`config.mk`:
```
export PLATFORM = sky130hd
export DESIGN_NAME = imm_alu_control_unit
export DESIGN_NICKNAME = d
export VERILOG_FILES = /design/src/rtl/imm_alu_control_unit.sv
export SDC_FILE = /design/constraint.sdc
export NUM_CORES = 1
export LEC_CHECK = 0
export ABC_AREA = 1
export ABC_CLOCK_PERIOD_IN_PS = 3060
export BUFFER_PORTS_ARGS = -buffer_cell sky130_fd_sc_hd__buf_4
export CAP_MARGIN = 20
export CORE_AREA = 2 2 76 42
export CTS_BUF_LIST = sky130_fd_sc_hd__clkbuf_8
export CTS_CLUSTER_DIAMETER = 120
export CTS_CLUSTER_SIZE = 10
export DETAILED_ROUTE_END_ITERATION = 8
export DIE_AREA = 0 0 78 44
export GPL_ROUTABILITY_DRIVEN = 0
export GPL_TIMING_DRIVEN = 1
export SETUP_SLACK_MARGIN = 0.2
export SLEW_MARGIN = 5
export SYNTH_ARGS = -nofsm -noshare
export SYNTH_HDL_FRONTEND = slang
export SYNTH_SLANG_ARGS = --single-unit
```
`constraint.sdc`:
```
create_clock -name Clock -period 3.06 [get_ports Clock]
set_input_delay 0.153 -clock Clock [delete_from_list [all_inputs] [get_ports Clock]]
set_output_delay 0.153 -clock Clock [all_outputs]
set_load 0.02 [all_outputs]
```
`src/rtl/imm_alu_control_unit.sv`:
```
// imm_alu_control_unit
// Hardwired control sequencer for the datapath. Each instruction is fetched
// in T0-T2 and executed in T3-T5, for register-register and immediate ALU
// instructions.
//
// Ports:
//   Clock      in   system clock, rising edge
//   Clear      in   synchronous active-low reset
//   IR[31:0]   in   latched instruction register from the datapath
//   Mem_ready  in   memory read data valid (only looked at in T1)
//   Stop       in   pause request, honoured at the next instruction boundary
//   PCout, MAR_enable, IncPC, ZLowIn, ZLowout, PC_enable, MDR_read,
//   MDR_enable, MDRout, IR_enable                  out  datapath strobes
//   Gra, Grb, Grc, R_in, R_out, Y_enable, Cout     out  register/bus strobes
//   ALU_op[4:0] out  ALU operation; nonzero only in T4
//   Run        out  high while an instruction is being sequenced (T0-T5)
//   Illegal    out  one-cycle pulse in T3 for an undefined opcode
//   Fault      out  sticky fetch-timeout flag, cleared only by Clear
module imm_alu_control_unit #(
  parameter int FETCH_TIMEOUT = 15,
  parameter int OPW           = 5
) (
  input  logic        Clock,
  input  logic        Clear,
  input  logic [31:0] IR,
  input  logic        Mem_ready,
  input  logic        Stop,
  output logic        PCout,
  output logic        MAR_enable,
  output logic        IncPC,
  output logic        ZLowIn,
  output logic        ZLowout,
  output logic        PC_enable,
  output logic        MDR_read,
  output logic        MDR_enable,
  output logic        MDRout,
  output logic        IR_enable,
  output logic        Gra,
  output logic        Grb,
  output logic        Grc,
  output logic        R_in,
  output logic        R_out,
  output logic        Y_enable,
  output logic        Cout,
  output logic [4:0]  ALU_op,
  output logic        Run,
  output logic        Illegal,
  output logic        Fault
);

  localparam int CW = $clog2(FETCH_TIMEOUT + 1);

  localparam logic [3:0] ST_RST     = 4'd0;
  localparam logic [3:0] ST_T0      = 4'd1;
  localparam logic [3:0] ST_T1      = 4'd2;
  localparam logic [3:0] ST_T2      = 4'd3;
  localparam logic [3:0] ST_T3      = 4'd4;
  localparam logic [3:0] ST_T4      = 4'd5;
  localparam logic [3:0] ST_T5      = 4'd6;
  localparam logic [3:0] ST_STOPPED = 4'd7;
  localparam logic [3:0] ST_HALTED  = 4'd8;

  localparam logic [OPW-1:0] OP_ADD  = OPW'(5'b00011);
  localparam logic [OPW-1:0] OP_SUB  = OPW'(5'b00100);
  localparam logic [OPW-1:0] OP_AND  = OPW'(5'b00101);
  localparam logic [OPW-1:0] OP_OR   = OPW'(5'b00110);
  localparam logic [OPW-1:0] OP_ADDI = OPW'(5'b01100);
  localparam logic [OPW-1:0] OP_ANDI = OPW'(5'b01101);
  localparam logic [OPW-1:0] OP_ORI  = OPW'(5'b01110);
  localparam logic [OPW-1:0] OP_NOP  = OPW'(5'b11010);
  localparam logic [OPW-1:0] OP_HALT = OPW'(5'b11011);

  logic [3:0]     state_r, state_nx_s;
  logic [CW-1:0]  wait_cnt_r, wait_cnt_nx_s;
  logic           fault_r, fault_nx_s;
  logic [OPW-1:0] opcode_s;
  logic           rtype_s, imm_s;
  logic           ir_unused_s;

  function automatic logic is_rtype(input logic [OPW-1:0] op);
    return (op == OP_ADD) || (op == OP_SUB) || (op == OP_AND) || (op == OP_OR);
  endfunction

  function automatic logic is_imm(input logic [OPW-1:0] op);
    return (op == OP_ADDI) || (op == OP_ANDI) || (op == OP_ORI);
  endfunction

  // Immediate forms reuse the register-register ALU code of the same operation.
  function automatic logic [4:0] imm_alu_code(input logic [OPW-1:0] op);
    logic [4:0] code;
    case (op)
      OP_ADDI: code = 5'(OP_ADD);
      OP_ANDI: code = 5'(OP_AND);
      OP_ORI:  code = 5'(OP_OR);
      default: code = 5'b00000;
    endcase
    return code;
  endfunction

  assign opcode_s    = IR[31:32-OPW];
  assign rtype_s     = is_rtype(opcode_s);
  assign imm_s       = is_imm(opcode_s);
  // Operand fields are consumed by the datapath, not by the sequencer.
  assign ir_unused_s = ^IR[31-OPW:0];
  assign Fault       = fault_r;

  // Next-state, fetch wait counter and sticky fault.
  always_comb begin
    state_nx_s    = state_r;
    wait_cnt_nx_s = wait_cnt_r;
    fault_nx_s    = fault_r;
    case (state_r)
      ST_RST: state_nx_s = ST_T0;
      ST_T0: begin
        state_nx_s    = ST_T1;
        wait_cnt_nx_s = '0;
      end
      ST_T1: begin
        if (Mem_ready) begin
          state_nx_s = ST_T2;
        end else if (wait_cnt_r == CW'(FETCH_TIMEOUT - 1)) begin
          // Last permitted wait cycle expired without data.
          state_nx_s = ST_HALTED;
          fault_nx_s = 1'b1;
        end else begin
          wait_cnt_nx_s = wait_cnt_r + CW'(1);
        end
      end
      ST_T2: state_nx_s = ST_T3;
      ST_T3: begin
        if (rtype_s || imm_s) begin
          state_nx_s = ST_T4;
        end else if (opcode_s == OP_HALT) begin
          state_nx_s = ST_HALTED;
        end else if (Stop) begin
          state_nx_s = ST_STOPPED;
        end else begin
          state_nx_s = ST_T0;
        end
      end
      ST_T4: state_nx_s = ST_T5;
      ST_T5: state_nx_s = Stop ? ST_STOPPED : ST_T0;
      ST_STOPPED: begin
        if (!Stop) begin
          state_nx_s = ST_T0;
        end else begin
          state_nx_s = ST_STOPPED;
        end
      end
      ST_HALTED: state_nx_s = ST_HALTED;
      default:   state_nx_s = ST_RST;
    endcase
  end

  // State register with synchronous active-low clear.
  always_ff @(posedge Clock) begin
    if (!Clear) begin
      state_r    <= ST_RST;
      wait_cnt_r <= '0;
      fault_r    <= 1'b0;
    end else begin
      state_r    <= state_nx_s;
      wait_cnt_r <= wait_cnt_nx_s;
      fault_r    <= fault_nx_s;
    end
  end

  // Strobe decode from the registered state; only T1 looks at Mem_ready.
  always_comb begin
    PCout      = 1'b0;
    MAR_enable = 1'b0;
    IncPC      = 1'b0;
    ZLowIn     = 1'b0;
    ZLowout    = 1'b0;
    PC_enable  = 1'b0;
    MDR_read   = 1'b0;
    MDR_enable = 1'b0;
    MDRout     = 1'b0;
    IR_enable  = 1'b0;
    Gra        = 1'b0;
    Grb        = 1'b0;
    Grc        = 1'b0;
    R_in       = 1'b0;
    R_out      = 1'b0;
    Y_enable   = 1'b0;
    Cout       = 1'b0;
    ALU_op     = 5'b00000;
    Run        = 1'b0;
    Illegal    = 1'b0;
    case (state_r)
      ST_T0: begin
        Run        = 1'b1;
        PCout      = 1'b1;
        MAR_enable = 1'b1;
        IncPC      = 1'b1;
        ZLowIn     = 1'b1;
      end
      ST_T1: begin
        Run        = 1'b1;
        ZLowout    = 1'b1;
        MDR_read   = 1'b1;
        PC_enable  = Mem_ready;
        MDR_enable = Mem_ready;
      end
      ST_T2: begin
        Run       = 1'b1;
        MDRout    = 1'b1;
        IR_enable = 1'b1;
      end
      ST_T3: begin
        Run = 1'b1;
        if (rtype_s || imm_s) begin
          Grb      = 1'b1;
          R_out    = 1'b1;
          Y_enable = 1'b1;
        end else if ((opcode_s == OP_NOP) || (opcode_s == OP_HALT)) begin
          Illegal = 1'b0;
        end else begin
          Illegal = 1'b1;
        end
      end
      ST_T4: begin
        Run    = 1'b1;
        ZLowIn = 1'b1;
        if (imm_s) begin
          Cout   = 1'b1;
          ALU_op = imm_alu_code(opcode_s);
        end else begin
          Grc    = 1'b1;
          R_out  = 1'b1;
          ALU_op = 5'(opcode_s);
        end
      end
      ST_T5: begin
        Run     = 1'b1;
        ZLowout = 1'b1;
        Gra     = 1'b1;
        R_in    = 1'b1;
      end
      default: Run = 1'b0;
    endcase
  end

endmodule

```
==> impl_metrics.env <==
export IMPL_via_per_inst=4.41
export IMPL_async_reset_ff_frac=0
export IMPL_ios=61
export IMPL_drive_above_1_share=0.276
export IMPL_grt_pass1_wl_um=3440
export IMPL_netlist_area_sq_um=792
export IMPL_yosys_warnings=0
export IMPL_yosysTopAreaCellShare=0.227
export IMPL_final_area_sq_mm=0.00109
export IMPL_synth_top_cell_by_area="dfxtp_1"
export IMPL_wl_per_cell_um=10.1
export IMPL_vdd_drop_max_mv=0.272
export IMPL_period_share=0.546
export IMPL_hold_path_class="in2reg"
export IMPL_cp_start_kind="flip-flop"
export IMPL_critPathMaxFanout=7
export IMPL_syn_inst=132
export IMPL_ys_seq_area_frac=0.227
export IMPL_ys_ff_latch=9
export IMPL_cts_buffer_depth=2
export IMPL_synthAdderAreaFrac=0.0316
export IMPL_fill_cells=306
export IMPL_cts_root_buffer="clkbuf_8"
export IMPL_die_x_um=78
export IMPL_die_height_um=44
export IMPL_layoutNonFillerInstCount=203
export IMPL_drt_pre_antenna_iters=4
export IMPL_grt_pass1_vias=773
export IMPL_synthMuxAreaShare=0
export IMPL_worstMarginPinSlew_ns=0.462
export IMPL_critPathKind="reg2out"
export IMPL_cts_sinks=9
export IMPL_ctsHoldBuffers=0
export IMPL_grt_max_degree=8
export IMPL_vias=895
export IMPL_pwr_density_cell_mw_per_mm2=684
export IMPL_synth_top_family_by_area="simple AND/OR/NAND/NOR gates"
export IMPL_final_net_count=202
export IMPL_synth_common_cells="inv_1, nand2_1, nor2_1, nand3_1, a21oi_1"
export IMPL_endpoint_kind="output port"
export IMPL_synth_compound_area_share=0.117
export IMPL_rows=14
export IMPL_fmax_mhz=599
export IMPL_gr_total_overflow=0
export IMPL_dpl_cell_area_sq_mm=0.00104
export IMPL_place_hpwl_um=1700
export IMPL_maxCapViolCount=0
export IMPL_drt_wl_total_um=2060
export IMPL_synth_fp_nets=170
export IMPL_area_delta_synth_final_pct=37.6
export IMPL_dieArea_sq_mm=0.00343
export IMPL_synth_edf_count=0
export IMPL_hold_violations=0
export IMPL_status="finished clean"
export IMPL_cts_resized=0
export IMPL_clk_pin_slew_ns=0.04
export IMPL_finalPower_uw=746
export IMPL_synth_cell_type_count=20
export IMPL_cts_post_setup_buffers_inserted=0
export IMPL_synth_simple_area_share=0.417
export IMPL_grtUsageTotal=0.124
export IMPL_diodes=0
export IMPL_clkLatencyLatePin_ns=0.23
export IMPL_rsz0062_at_grt="false"
export IMPL_skew_ns=0.00229
export IMPL_cts_tree="built"
export IMPL_cts_made_buffers=3
export IMPL_period_minus_slack_ns=1.67
export IMPL_tns_ns=0
export IMPL_synth_xor_area_share=0.0221
export IMPL_syn_mean_instance_area_sq_um=6.00
export IMPL_p_leak_uw=0.000619
export IMPL_antenna_found_initial=0
export IMPL_setup_viol=0
export IMPL_drc=0
export IMPL_htree_levels=1
export IMPL_ys_top_cells_by_area="dfxtp_1, inv_1, nand2_1"
export IMPL_arrival_ns=1.52
export IMPL_core_sq_mm=0.00280
export IMPL_drt_initial_drc_count=65
export IMPL_initial_core_util=0.283
export IMPL_synthFlopType="dfxtp_1"
export IMPL_required_ns=2.91
export IMPL_report_final_slew_viol_count=0
export IMPL_port_buffers=33
export IMPL_hold_ws_ns=0.136
export IMPL_dp_cells=199
export IMPL_antenna_left=0
export IMPL_slew_headroom=0.690
-- area by class of cell --
type                            count  area, sq um  area share
Timing Repair Buffer               33          248       0.227
Inverter                           27          101      0.0930
Multi-Input combinational cell     90          465       0.427
Clock buffer                        3         41.3      0.0379
Tap cell                           40         50.0      0.0459
Sequential cell                     9          180       0.165
Clock inverter                      1         3.75     0.00344
-- worst max-delay path, stage by stage, from the launching register on --
cell     delay [ns]
dfxtp_1        0.47
nand3_1        0.17
nor2_1         0.15
nand3_1        0.08
inv_1          0.09
o21ai_0        0.08
o21ai_0        0.08
buf_4          0.16
-- stage by stage --
stage | setup WS (ns) | utilization
finish | 1.39 | 0.389
detailed placement | 1.60 | 0.373
CTS | 1.40 | 0.389
floorplan | 1.63 | -
global placement | 1.62 | 0.373
global route | 1.27 | 0.389
-- path summary, 6_finish.rpt --
| check | startpoint | to | slack, ns | cells past startpoint |
|---|---|---|---|---|
| min reg2reg | Fault$_SDFFE_PN0P_ | Fault$_SDFFE_PN0P_ | 0.48 | 2 |
| max reg2reg | wait_cnt_r[0]$_SDFFE_PN0P_ | wait_cnt_r[0]$_SDFFE_PN0P_ | 1.55 | 8 |
| min | Clear | state_r[1]$_SDFFE_PN0P_ | 0.14 | 3 |
| max | state_r[0]$_SDFFE_PN0P_ | ALU_op[2] | 1.39 | 7 |
-- flip-flops by register name (all words and copies together) (netlist names) --
register	cells
wait_cnt_r	4
state_r	4
Fault	1
-- cells by family after synthesis --
| kind of cell | count (synthesis) |
|---|---|
| AOI/OAI and AO/OA | 18 |
| DFF | 9 |
| adders and majority gates | 2 |
| xor gates and xnor gates | 2 |
| and+or+nand+nor | 68 |
| buffers and inverters | 33 |
-- report_power, final --
| group | internal [uW] | leakage, uW | switching, uW |
|---|---|---|---|
| Combinational | 161 | 0.000519 | 276 |
| Clock | 87.4 | 0.0000269 | 47.4 |
| Sequential | 138 | 0.0000731 | 36.8 |
-- routing by layer --
metal / up-vias / GRT usage / routed length, um
li1: 469 / - / -
met1: 404 / 0.188 / 1070
met2: 19 / 0.179 / 883
met3: 3 / 0.0313 / 97
met4: 0 / 0.0211 / 11
met5: - / 0 / 0
-- layout by cell type (no fill, tap or decap), types with 2 or more instances in the layout --
master	synthesis	layout
a21oi_1	11	11
buf_4	6	33
clkbuf_8	0	3
dfxtp_1	9	9
ha_1	2	2
inv_1	26	27
nand2_1	26	26
nand2_2	2	2
nand3_1	13	13
nand3_2	2	2
nand3b_1	2	2
nor2_1	17	17
nor2_4	4	4
o21ai_0	5	5
(Power assumes the default switching activity.)
